**src/rtl/pkt_con_rx_arb_if.sv**
```systemverilog
// Point-to-point inbound link bundle: 7 same-x links and 7 same-y links.
// mst drives flits toward the node; slv consumes them and returns rdy.
interface pkt_con_if #(
    parameter int TYPE_W = 2,
    parameter int ID_W   = 8,
    parameter int FLIT_W = 32
);
    logic [6:0]             x_vld, x_qos, x_rdy;
    logic [6:0][TYPE_W-1:0] x_type;
    logic [6:0][ID_W-1:0]   x_src, x_tgt;
    logic [6:0][FLIT_W-1:0] x_data;

    logic [6:0]             y_vld, y_qos, y_rdy;
    logic [6:0][TYPE_W-1:0] y_type;
    logic [6:0][ID_W-1:0]   y_src, y_tgt;
    logic [6:0][FLIT_W-1:0] y_data;

    modport mst (
        output x_vld, x_qos, x_type, x_src, x_tgt, x_data,
        output y_vld, y_qos, y_type, y_src, y_tgt, y_data,
        input  x_rdy, y_rdy
    );

    modport slv (
        input  x_vld, x_qos, x_type, x_src, x_tgt, x_data,
        input  y_vld, y_qos, y_type, y_src, y_tgt, y_data,
        output x_rdy, y_rdy
    );
endinterface

```
**src/rtl/pkt_con_rx_arb.sv**
```systemverilog
// Ejection arbiter: merges 14 inbound links into one stream using two-class
// QoS round-robin with low-class anti-starvation, buffered by a small FIFO.
module pkt_con_rx_arb #(
    parameter int FIFO_DEPTH = 2,
    parameter int STARVE_LIM = 8,
    parameter int TYPE_W     = 2,
    parameter int ID_W       = 8,
    parameter int FLIT_W     = 32
) (
    input  logic              clk,
    input  logic              rst_n,
    pkt_con_if.slv            con,
    output logic              out_vld,
    input  logic              out_rdy,
    output logic              out_qos,
    output logic [TYPE_W-1:0] out_type,
    output logic [ID_W-1:0]   out_src,
    output logic [ID_W-1:0]   out_tgt,
    output logic [FLIT_W-1:0] out_data,
    output logic [3:0]        out_port
);
    localparam int NL = 14;
    localparam int PW = $clog2(FIFO_DEPTH);
    localparam int CW = $clog2(FIFO_DEPTH + 1);

    typedef struct packed {
        logic              qos;
        logic [TYPE_W-1:0] typ;
        logic [ID_W-1:0]   src;
        logic [ID_W-1:0]   tgt;
        logic [FLIT_W-1:0] data;
        logic [3:0]        port;
    } ent_t;

    logic [NL-1:0]             req, qos, hi, lo, cls_req, rdy;
    logic [NL-1:0][TYPE_W-1:0] typ_all;
    logic [NL-1:0][ID_W-1:0]   src_all, tgt_all;
    logic [NL-1:0][FLIT_W-1:0] data_all;

    logic [3:0]    ptr_hi_q, ptr_hi_d, ptr_lo_q, ptr_lo_d;
    logic [3:0]    ptr_sel, gnt_idx, gnt_nxt;
    logic [4:0]    idx;
    logic [7:0]    starve_q, starve_d;
    logic [CW-1:0] cnt_q, cnt_d;
    logic [PW-1:0] rd_q, rd_d, wr_q, wr_d;
    ent_t          mem_q [FIFO_DEPTH];
    ent_t          wr_ent, head;
    logic          space, sel_lo, found, push, pop;

    assign req      = {con.y_vld,  con.x_vld};
    assign qos      = {con.y_qos,  con.x_qos};
    assign typ_all  = {con.y_type, con.x_type};
    assign src_all  = {con.y_src,  con.x_src};
    assign tgt_all  = {con.y_tgt,  con.x_tgt};
    assign data_all = {con.y_data, con.x_data};

    assign hi = req & qos;
    assign lo = req & ~qos;

    // No pop-through: a full FIFO refuses a push even while it is draining.
    assign space   = cnt_q < CW'(FIFO_DEPTH);
    assign sel_lo  = ((starve_q == 8'(STARVE_LIM)) && (|lo)) || ~(|hi);
    assign cls_req = sel_lo ? lo : hi;
    assign ptr_sel = sel_lo ? ptr_lo_q : ptr_hi_q;

    always_comb begin
        found   = 1'b0;
        gnt_idx = ptr_sel;
        idx     = '0;
        for (int k = 0; k < NL; k++) begin
            idx = {1'b0, ptr_sel} + 5'(k);
            if (idx >= 5'(NL)) idx = idx - 5'(NL);
            if (!found && cls_req[idx[3:0]]) begin
                found   = 1'b1;
                gnt_idx = idx[3:0];
            end
        end
    end

    // rdy is masked by rst_n so every link is refused while reset is held.
    assign push    = rst_n && space && found;
    assign pop     = out_vld && out_rdy;
    assign rdy     = push ? (NL'(1) << gnt_idx) : '0;
    assign gnt_nxt = (gnt_idx == 4'(NL - 1)) ? 4'd0 : gnt_idx + 4'd1;

    assign con.x_rdy = rdy[6:0];
    assign con.y_rdy = rdy[13:7];

    function automatic logic [PW-1:0] inc_ptr(input logic [PW-1:0] p);
        return (p == PW'(FIFO_DEPTH - 1)) ? '0 : p + PW'(1);
    endfunction

    always_comb begin
        ptr_hi_d = ptr_hi_q;
        ptr_lo_d = ptr_lo_q;
        if (push) begin
            if (sel_lo) ptr_lo_d = gnt_nxt;
            else        ptr_hi_d = gnt_nxt;
        end

        starve_d = starve_q;
        if (~(|lo))
            starve_d = '0;
        else if (push && sel_lo)
            starve_d = '0;
        else if (push && (starve_q != 8'(STARVE_LIM)))
            starve_d = starve_q + 8'd1;

        cnt_d = cnt_q;
        case ({push, pop})
            2'b10:   cnt_d = cnt_q + CW'(1);
            2'b01:   cnt_d = cnt_q - CW'(1);
            default: cnt_d = cnt_q;
        endcase

        wr_d = push ? inc_ptr(wr_q) : wr_q;
        rd_d = pop  ? inc_ptr(rd_q) : rd_q;
    end

    always_comb begin
        wr_ent      = '0;
        wr_ent.qos  = qos[gnt_idx];
        wr_ent.typ  = typ_all[gnt_idx];
        wr_ent.src  = src_all[gnt_idx];
        wr_ent.tgt  = tgt_all[gnt_idx];
        wr_ent.data = data_all[gnt_idx];
        wr_ent.port = gnt_idx;
    end

    always_ff @(posedge clk or negedge rst_n) begin
        if (!rst_n) begin
            ptr_hi_q <= '0;
            ptr_lo_q <= '0;
            starve_q <= '0;
            cnt_q    <= '0;
            rd_q     <= '0;
            wr_q     <= '0;
            for (int i = 0; i < FIFO_DEPTH; i++) mem_q[i] <= '0;
        end else begin
            ptr_hi_q <= ptr_hi_d;
            ptr_lo_q <= ptr_lo_d;
            starve_q <= starve_d;
            cnt_q    <= cnt_d;
            rd_q     <= rd_d;
            wr_q     <= wr_d;
            if (push) mem_q[wr_q] <= wr_ent;
        end
    end

    assign head     = mem_q[rd_q];
    assign out_vld  = (cnt_q != '0);
    assign out_qos  = head.qos;
    assign out_type = head.typ;
    assign out_src  = head.src;
    assign out_tgt  = head.tgt;
    assign out_data = head.data;
    assign out_port = head.port;
endmodule

```
**src/flat_wrapper.sv**
```systemverilog
// flat-port wrapper written by rule: the top's interface ports become plain ports
module pkt_con_rx_arb_flat 
#(
    parameter int FIFO_DEPTH = 2,
    parameter int STARVE_LIM = 8,
    parameter int TYPE_W     = 2,
    parameter int ID_W       = 8,
    parameter int FLIT_W     = 32
)
  (clk, rst_n, out_vld, out_rdy, out_qos, out_type, out_src, out_tgt, out_data, out_port, con_x_vld, con_x_qos, con_x_type, con_x_src, con_x_tgt, con_x_data, con_y_vld, con_y_qos, con_y_type, con_y_src, con_y_tgt, con_y_data, con_x_rdy, con_y_rdy);
  pkt_con_if #(.TYPE_W(TYPE_W), .ID_W(ID_W), .FLIT_W(FLIT_W)) con_i ();
  input  logic clk;
  input  logic rst_n;
  output logic out_vld;
  input  logic out_rdy;
  output logic out_qos;
  output logic [TYPE_W-1:0] out_type;
  output logic [ID_W-1:0] out_src;
  output logic [ID_W-1:0] out_tgt;
  output logic [FLIT_W-1:0] out_data;
  output logic [3:0] out_port;
  input wire logic [$bits(con_i.x_vld)-1:0] con_x_vld;
  input wire logic [$bits(con_i.x_qos)-1:0] con_x_qos;
  input wire logic [$bits(con_i.x_type)-1:0] con_x_type;
  input wire logic [$bits(con_i.x_src)-1:0] con_x_src;
  input wire logic [$bits(con_i.x_tgt)-1:0] con_x_tgt;
  input wire logic [$bits(con_i.x_data)-1:0] con_x_data;
  input wire logic [$bits(con_i.y_vld)-1:0] con_y_vld;
  input wire logic [$bits(con_i.y_qos)-1:0] con_y_qos;
  input wire logic [$bits(con_i.y_type)-1:0] con_y_type;
  input wire logic [$bits(con_i.y_src)-1:0] con_y_src;
  input wire logic [$bits(con_i.y_tgt)-1:0] con_y_tgt;
  input wire logic [$bits(con_i.y_data)-1:0] con_y_data;
  output wire logic [$bits(con_i.x_rdy)-1:0] con_x_rdy;
  output wire logic [$bits(con_i.y_rdy)-1:0] con_y_rdy;
  assign con_i.x_vld = con_x_vld;
  assign con_i.x_qos = con_x_qos;
  assign con_i.x_type = con_x_type;
  assign con_i.x_src = con_x_src;
  assign con_i.x_tgt = con_x_tgt;
  assign con_i.x_data = con_x_data;
  assign con_i.y_vld = con_y_vld;
  assign con_i.y_qos = con_y_qos;
  assign con_i.y_type = con_y_type;
  assign con_i.y_src = con_y_src;
  assign con_i.y_tgt = con_y_tgt;
  assign con_i.y_data = con_y_data;
  assign con_x_rdy = con_i.x_rdy;
  assign con_y_rdy = con_i.y_rdy;
  pkt_con_rx_arb #(.FIFO_DEPTH(FIFO_DEPTH), .STARVE_LIM(STARVE_LIM), .TYPE_W(TYPE_W), .ID_W(ID_W), .FLIT_W(FLIT_W)) u_core (.clk(clk), .rst_n(rst_n), .con(con_i), .out_vld(out_vld), .out_rdy(out_rdy), .out_qos(out_qos), .out_type(out_type), .out_src(out_src), .out_tgt(out_tgt), .out_data(out_data), .out_port(out_port));
endmodule
```
**config.mk**
```make
export PLATFORM = sky130hd
export DESIGN_NAME = pkt_con_rx_arb_flat
export DESIGN_NICKNAME = d
export VERILOG_FILES = /design/src/rtl/pkt_con_rx_arb_if.sv /design/src/rtl/pkt_con_rx_arb.sv /design/src/flat_wrapper.sv
export SDC_FILE = /design/constraint.sdc
export NUM_CORES = 1
export LEC_CHECK = 0
export ABC_AREA = 1
export BUFFER_PORTS_ARGS = -buffer_cell sky130_fd_sc_hd__buf_2
export CAP_MARGIN = 20
export CELL_PAD_IN_SITES_DETAIL_PLACEMENT = 0
export CELL_PAD_IN_SITES_GLOBAL_PLACEMENT = 1
export CORE_AREA = 2 2 308 310
export DETAILED_ROUTE_END_ITERATION = 8
export DIE_AREA = 0 0 310 312
export HOLD_SLACK_MARGIN = 0.05
export PLACE_DENSITY = 0.67
export SYNTH_ARGS = -nofsm -noshare
export SYNTH_HDL_FRONTEND = slang
export SYNTH_SLANG_ARGS = --single-unit
```
**constraint.sdc**
```tcl
create_clock -name clk -period 15.89 [get_ports clk]
set_input_delay 0.7945 -clock clk [delete_from_list [all_inputs] [get_ports clk]]
set_output_delay 0.7945 -clock clk [all_outputs]
set_load 0.05 [all_outputs]
```
==> results of run 1 <==
-- cell families after synthesis --
| family | count (synthesis) | share of synthesized area (%) |
|---|---|---|
| and+or+nand+nor | 2823 | 64.6 |
| buffers and inverters | 355 | 8.98 |
| AOI/OAI and AO/OA | 159 | 5.22 |
| DFF | 130 | 18.1 |
| adders and majority gates | 28 | 1.99 |
| xor gates and xnor gates | 22 | 1.11 |
-- registers in the layout, indices dropped and copies added, names as in the netlist --
signal	cells
u_core.ptr_lo_q	4
u_core.wr_q	1
u_core.rd_q	1
u_core.mem_q	110
u_core.cnt_q	2
u_core.starve_q	8
u_core.ptr_hi_q	4
-- synth_stat cells, types with 6 or more instances --
master and instances:
nand2_1 2135, o21ai_0 72, a21oi_1 18, o211ai_1 21, clkbuf_1 73, ha_1 27
nand2_2 21, o21ai_1 23, buf_2 94, o21ai_2 6, dfrtp_1 130, inv_2 19
buf_6 9, nand3_2 10, nand3_1 572, buf_1 13, xor2_1 18, inv_1 119
nand4_1 9, nor2_1 46, a31oi_1 6, buf_4 26
-- final cells by class --
cell class	instances	area share, %
diodes	12	0.128
clock buffers	17	1.81
clock inverters	15	0.698
inverters	140	2.24
multi-input cells	3032	56.4
flip-flops and latches	130	13.9
well taps	1254	6.69
repair buffers	830	18.2
-- stage by stage --
| stage | cells | utilization [%] |
|---|---|---|
| after floorplan | 3517 | - |
| after global placement | 5386 | 24.6 |
| after detailed placement | 5386 | 24.6 |
| after CTS | 5418 | 25.2 |
| after global routing | 5430 | 25.2 |
| final | 5430 | 25.2 |
-- worst paths after layout --
check | slack [ns] | from | endpoint | depth (start not counted)
worst max-delay path | 6.59 | u_core.starve_q[0] | con_y_rdy[2] | 31
worst min-delay path | 0.41 | rst_n | u_core.mem_q[55] | 1
worst max register to register | 6.61 | u_core.starve_q[0] | u_core.mem_q[42] | 35
worst min register to register | 0.48 | u_core.mem_q[106] | u_core.mem_q[106] | 2
max in group asynchronous | 14.15 | rst_n | u_core.mem_q[106] | 2
min in group clk | 0.48 | u_core.mem_q[106] | u_core.mem_q[106] | 2
-- per-layer routing --
layer / up-vias / share of wire, %
li1: 12400 / -
met1: 11400 / 40
met2: 1058 / 49
met3: 183 / 7.0
met4: 24 / 4.5
met5: - / 0.12
==> metrics.md, run 1 <==
| Metric | Value |
|---|---|
| CTS buffer count | `17` |
| Sequential cell area fraction in the yosys report | `18.1%` |
| Syn nets | `4276` |
| Met2 Use GR | `38.2%` |
| Final Cycle Share | `58.5%` |
| Status | `complete, no violations` |
| First-pass DRT Iterations | `5` |
| Critical setup path kind | `register to output pin` |
| Die W | `310 um` |
| Nets | `4910` |
| Commonest non-fill, non-tap cell in the layout | `nand2_1` |
| Drt total wl | `111000 um` |
| Clock buffer depth | `2` |
| Final ANT Viol Nets | `0` |
| Vias in the first global route | `24200` |
| Crit path launch type | `register` |
| Worst hold path class | `primary input to asynchronous set/reset pin` |
| Number of library cell types mapped by synthesis | `46` |
| Post-synthesis instance total | `3517` |
| Relative slew margins | `24.0%` |
| Sequential Area | `3250 sq um` |
| Dpl cell area | `22800 sq um` |
| Cell family with most CP delay | `simple AND/OR/NAND/NOR gates` |
| Synth area leader | `nand2_1` |
| Area of the multi-input gates | `13200 sq um` |
| Yosys reg bits | `130` |
| Pin count of the biggest net entering global routing | `185` |
| Total negative slack | `0 ns` |
| I/O pin total | `801` |
| Initial DRC Count | `1870` |
| Routability congestion estimate | `0.947` |
| Synth warn | `0` |
| CTS tree | `yes` |
| Layout cells sized above 1 | `22.7%` |
| Post-route setup slack | `6.59 ns` |
| Final hold violations | `0` |
| Ys flop type | `dfrtp_1` |
| Initial Util | `19.3%` |
| Post-synth EDFFs | `0` |
| Clock slew at reported path FFs | `0.06 ns` |
| Post-CTS setup buffers | `0` |
| Synth async-reset ratio | `100%` |
| Max stage delay on crit path | `0.83 ns` |
| Worst-skew pair later-pin latency | `0.45 ns` |
| Crit path top cell by count | `nand2_1` |
| Pins Over Slew Limit | `0` |
| Worst setup EP type | `output pin` |
| Unrepaired setup endpoints after global routing | `no` |
| Worst hold slack | `0.405 ns` |
| Max_cap viols | `0` |
| Largest cells by area after synthesis | `nand2_1 45%, dfrtp_1 18%, nand3_1 16%, buf_2 2.6%, inv_1 2.5%` |
| Mean area per synthesized cell | `5.11 sq um` |
| GR peak layer | `met2` |
| First-pass GRT wire length | `157000 um` |
| CTS Hold Bufs | `0` |
| Input/output buffers | `800` |
| Req. time, crit path | `15.10 ns` |
| Die area | `96700 sq um` |
| CORE AREA | `93000 sq um` |
| Layout fillers | `11100` |
| Design area | `23500 sq um` |
| DP HPWL | `87000 um` |
| Post-CTS Resized | `0` |
| Global Route met1 Usage | `25.9%` |
| GRT Resource Usage Total | `21.9%` |
| Post-synth top area share | `44.6%` |
| Buffers & Inverters on Critical Path | `8` |
| Area Growth Syn to Fin | `30.5%` |
| GR Util met3 | `4.18%` |
| Antenna violations before repair | `29` |
| Worst-margin pin slew | `1.14 ns` |
| Grt ovf | `0` |
| Critical Path AT | `8.51 ns` |
| Root buffer cell | `clkbuf_16` |
| Die Ht | `312 um` |
| Max FO, Critical Path | `120` |
| Setup Skew | `0.0224 ns` |
| Post-route DRC violation count | `0` |
| DR WL/cell | `20.5 um` |
| Critical-path top delay cell | `xor2_1` |
| Final-report setup violation count | `0` |
| Routed vias | `25000` |
| Routed vias/inst | `4.61` |
| CTS sink cnt | `130` |
| Most frequent cells in the layout | `2135 x nand2_1, 799 x buf_2, 572 x nand3_1` |
| Std cell rows | `112` |
| Post-synthesis cell area | `18000 sq um` |
| DP Worst Slack | `6.43 ns` |
| Htree depth | `4` |
| Fmax | `0.108 GHz` |
| Final critical-path required period | `9.30 ns` |
Power of run 1 is not shown: default switching activity piles up to over one toggle a cycle in this logic, so the estimate is an artifact.
==> inputs of run 2 (changes only) <==
CORE_AREA = 2 2 309 311   (was 2 2 308 310)
DIE_AREA = 0 0 311 313   (was 0 0 310 312)
clock period = 9.4 ns   (was 15.89 ns; I/O delays follow)
==> metrics.md, run 2 (same netlist as run 1, synthesis figures left out) <==
| Metric | Value |
|---|---|
| Status | `complete, no violations` |
| CORE AREA | `94200 sq um` |
| Root buffer cell | `clkbuf_16` |
| Crit path launch type | `register` |
| Max stage delay on crit path | `0.80 ns` |
| Clock slew at reported path FFs | `0.07 ns` |
| Pins Over Slew Limit | `0` |
| Initial Util | `19.1%` |
| Cell family with most CP delay | `simple AND/OR/NAND/NOR gates` |
| Final hold violations | `0` |
| Most frequent cells in the layout | `2135 x nand2_1, 799 x buf_2, 572 x nand3_1` |
| Worst-skew pair later-pin latency | `0.45 ns` |
| Nets | `4937` |
| CTS tree | `yes` |
| Area Growth Syn to Fin | `32.3%` |
| DP HPWL | `85500 um` |
| Worst flop-to-flop path endpoint | `u_core.mem_q[78]` |
| Grt ovf | `0` |
| Critical path origin | `u_core.starve_q[0]` |
| Global Route met1 Usage | `26.9%` |
| Final-report setup violation count | `0` |
| Die area | `97300 sq um` |
| Crit path top cell by count | `nand2_1` |
| Antenna violations before repair | `24` |
| Die W | `311 um` |
| Design area | `23800 sq um` |
| Std cell rows | `113` |
| Number of flip-flops in the largest register | `110` |
| Drt total wl | `109000 um` |
| Largest regs | `u_core.mem_q (110), u_core.starve_q (8)` |
| Buffers & Inverters on Critical Path | `7` |
| Die Ht | `313 um` |
| CTS sink cnt | `130` |
| Crit path to | `con_y_rdy[6]` |
| Input/output buffers | `800` |
| First-pass GRT wire length | `158000 um` |
| Pin count of the biggest net entering global routing | `106` |
| Fmax | `0.118 GHz` |
| Req. time, crit path | `8.93 ns` |
| Layout fillers | `11200` |
| Met2 Use GR | `38.5%` |
| First-pass DRT Iterations | `7` |
| Max_cap viols | `0` |
| Final ANT Viol Nets | `0` |
| FF-to-FF path depth | `40` |
| Max FO, Critical Path | `50` |
| Worst R2R Setup Slack | `1.32 ns` |
| CTS Hold Bufs | `0` |
| Relative slew margins | `33.9%` |
| Routed vias/inst | `4.56` |
| Worst setup EP type | `output pin` |
| Critical-path top delay cell | `ha_1` |
| Critical setup path kind | `register to output pin` |
| Routability congestion estimate | `0.920` |
| CTS buffer count | `17` |
| Worst hold path class | `primary input to asynchronous set/reset pin` |
| GR Util met3 | `2.43%` |
| I/O pin total | `801` |
| Layout cells sized above 1 | `23.2%` |
| Routed vias | `24900` |
| Vias in the first global route | `24100` |
| GRT Resource Usage Total | `21.6%` |
| Critical Path AT | `8.01 ns` |
| Levels on crit path | `35` |
| GR peak layer | `met2` |
| Worst-margin pin slew | `0.985 ns` |
| DR WL/cell | `20.0 um` |
| Unrepaired setup endpoints after global routing | `no` |
| Final Cycle Share | `90.3%` |
| Reg with most FFs | `u_core.mem_q` |
| Dpl cell area | `23200 sq um` |
| Post-CTS Resized | `0` |
| Final critical-path required period | `8.48 ns` |
| Commonest non-fill, non-tap cell in the layout | `nand2_1` |
| Clock buffer depth | `2` |
| Worst reg2reg startpoint | `u_core.starve_q[0]` |
| Setup Skew | `0.0164 ns` |
| Initial DRC Count | `1949` |
| Total negative slack | `0 ns` |
| Post-route DRC violation count | `0` |
| Post-CTS setup buffers | `0` |
| Htree depth | `4` |
run 2: per-layer routing:
layer | wire [um] | share of wire, % | vias to the layer above
li1 | - | - | 12400
met1 | 45600 | 42 | 11400
met3 | 6150 | 5.6 | 122
met5 | 12 | 0.011 | -
met2 | 54000 | 49 | 983
met4 | 3500 | 3.2 | 2
run 2: worst min-delay path by stage:
| stage | startpoint | slack, ns | end |
|---|---|---|---|
| 2_1_floorplan | rst_n | 0.17 | u_core.cnt_q[0] |
| 3_3_place_gp | u_core.mem_q[68] | 0.46 | u_core.mem_q[68] |
| 3_5_place_dp | u_core.mem_q[26] | 0.47 | u_core.mem_q[26] |
| 4_1_cts | rst_n | 0.06 | u_core.mem_q[80] |
| 5_1_grt | rst_n | 0.09 | u_core.mem_q[57] |
| 6_report | rst_n | 0.05 | u_core.mem_q[57] |
run 2: final cells by class:
cell class | count | area, sq um | area share [%]
antenna | 9 | 22.5 | 0.0947
clock buffer | 17 | 425 | 1.79
clock inverter | 15 | 165 | 0.694
inverter | 140 | 526 | 2.21
multi-input combinational | 3032 | 13200 | 55.6
sequential | 130 | 3250 | 13.7
tap | 1265 | 1580 | 6.65
timing repair buffer | 857 | 4590 | 19.3
run 2: worst reg2reg max path: cells and delay by family (launching register included):
kind	cells	cell delay, ns
AO/OA/AOI/OAI	1	0.16
AND/OR/NAND/NOR	29	4.57
buffers and inverters	7	1.64
adder cells (fa/ha/maj)	3	1.29
flip-flops	1	0.38
run 2: per-stage QoR:
step	hold WS [ns]	cells	setup WS [ns]	utilization, %
final	0.0509	5465	0.916	25.3
after global routing	0.0933	5464	0.312	25.3
after CTS	0.0645	5456	0.884	25.2
after detailed placement	0.465	5424	1.30	24.6
after global placement	0.463	5424	1.30	24.6
after floorplan	0.174	3517	2.98	-
Power of run 2 is left out for the same reason.
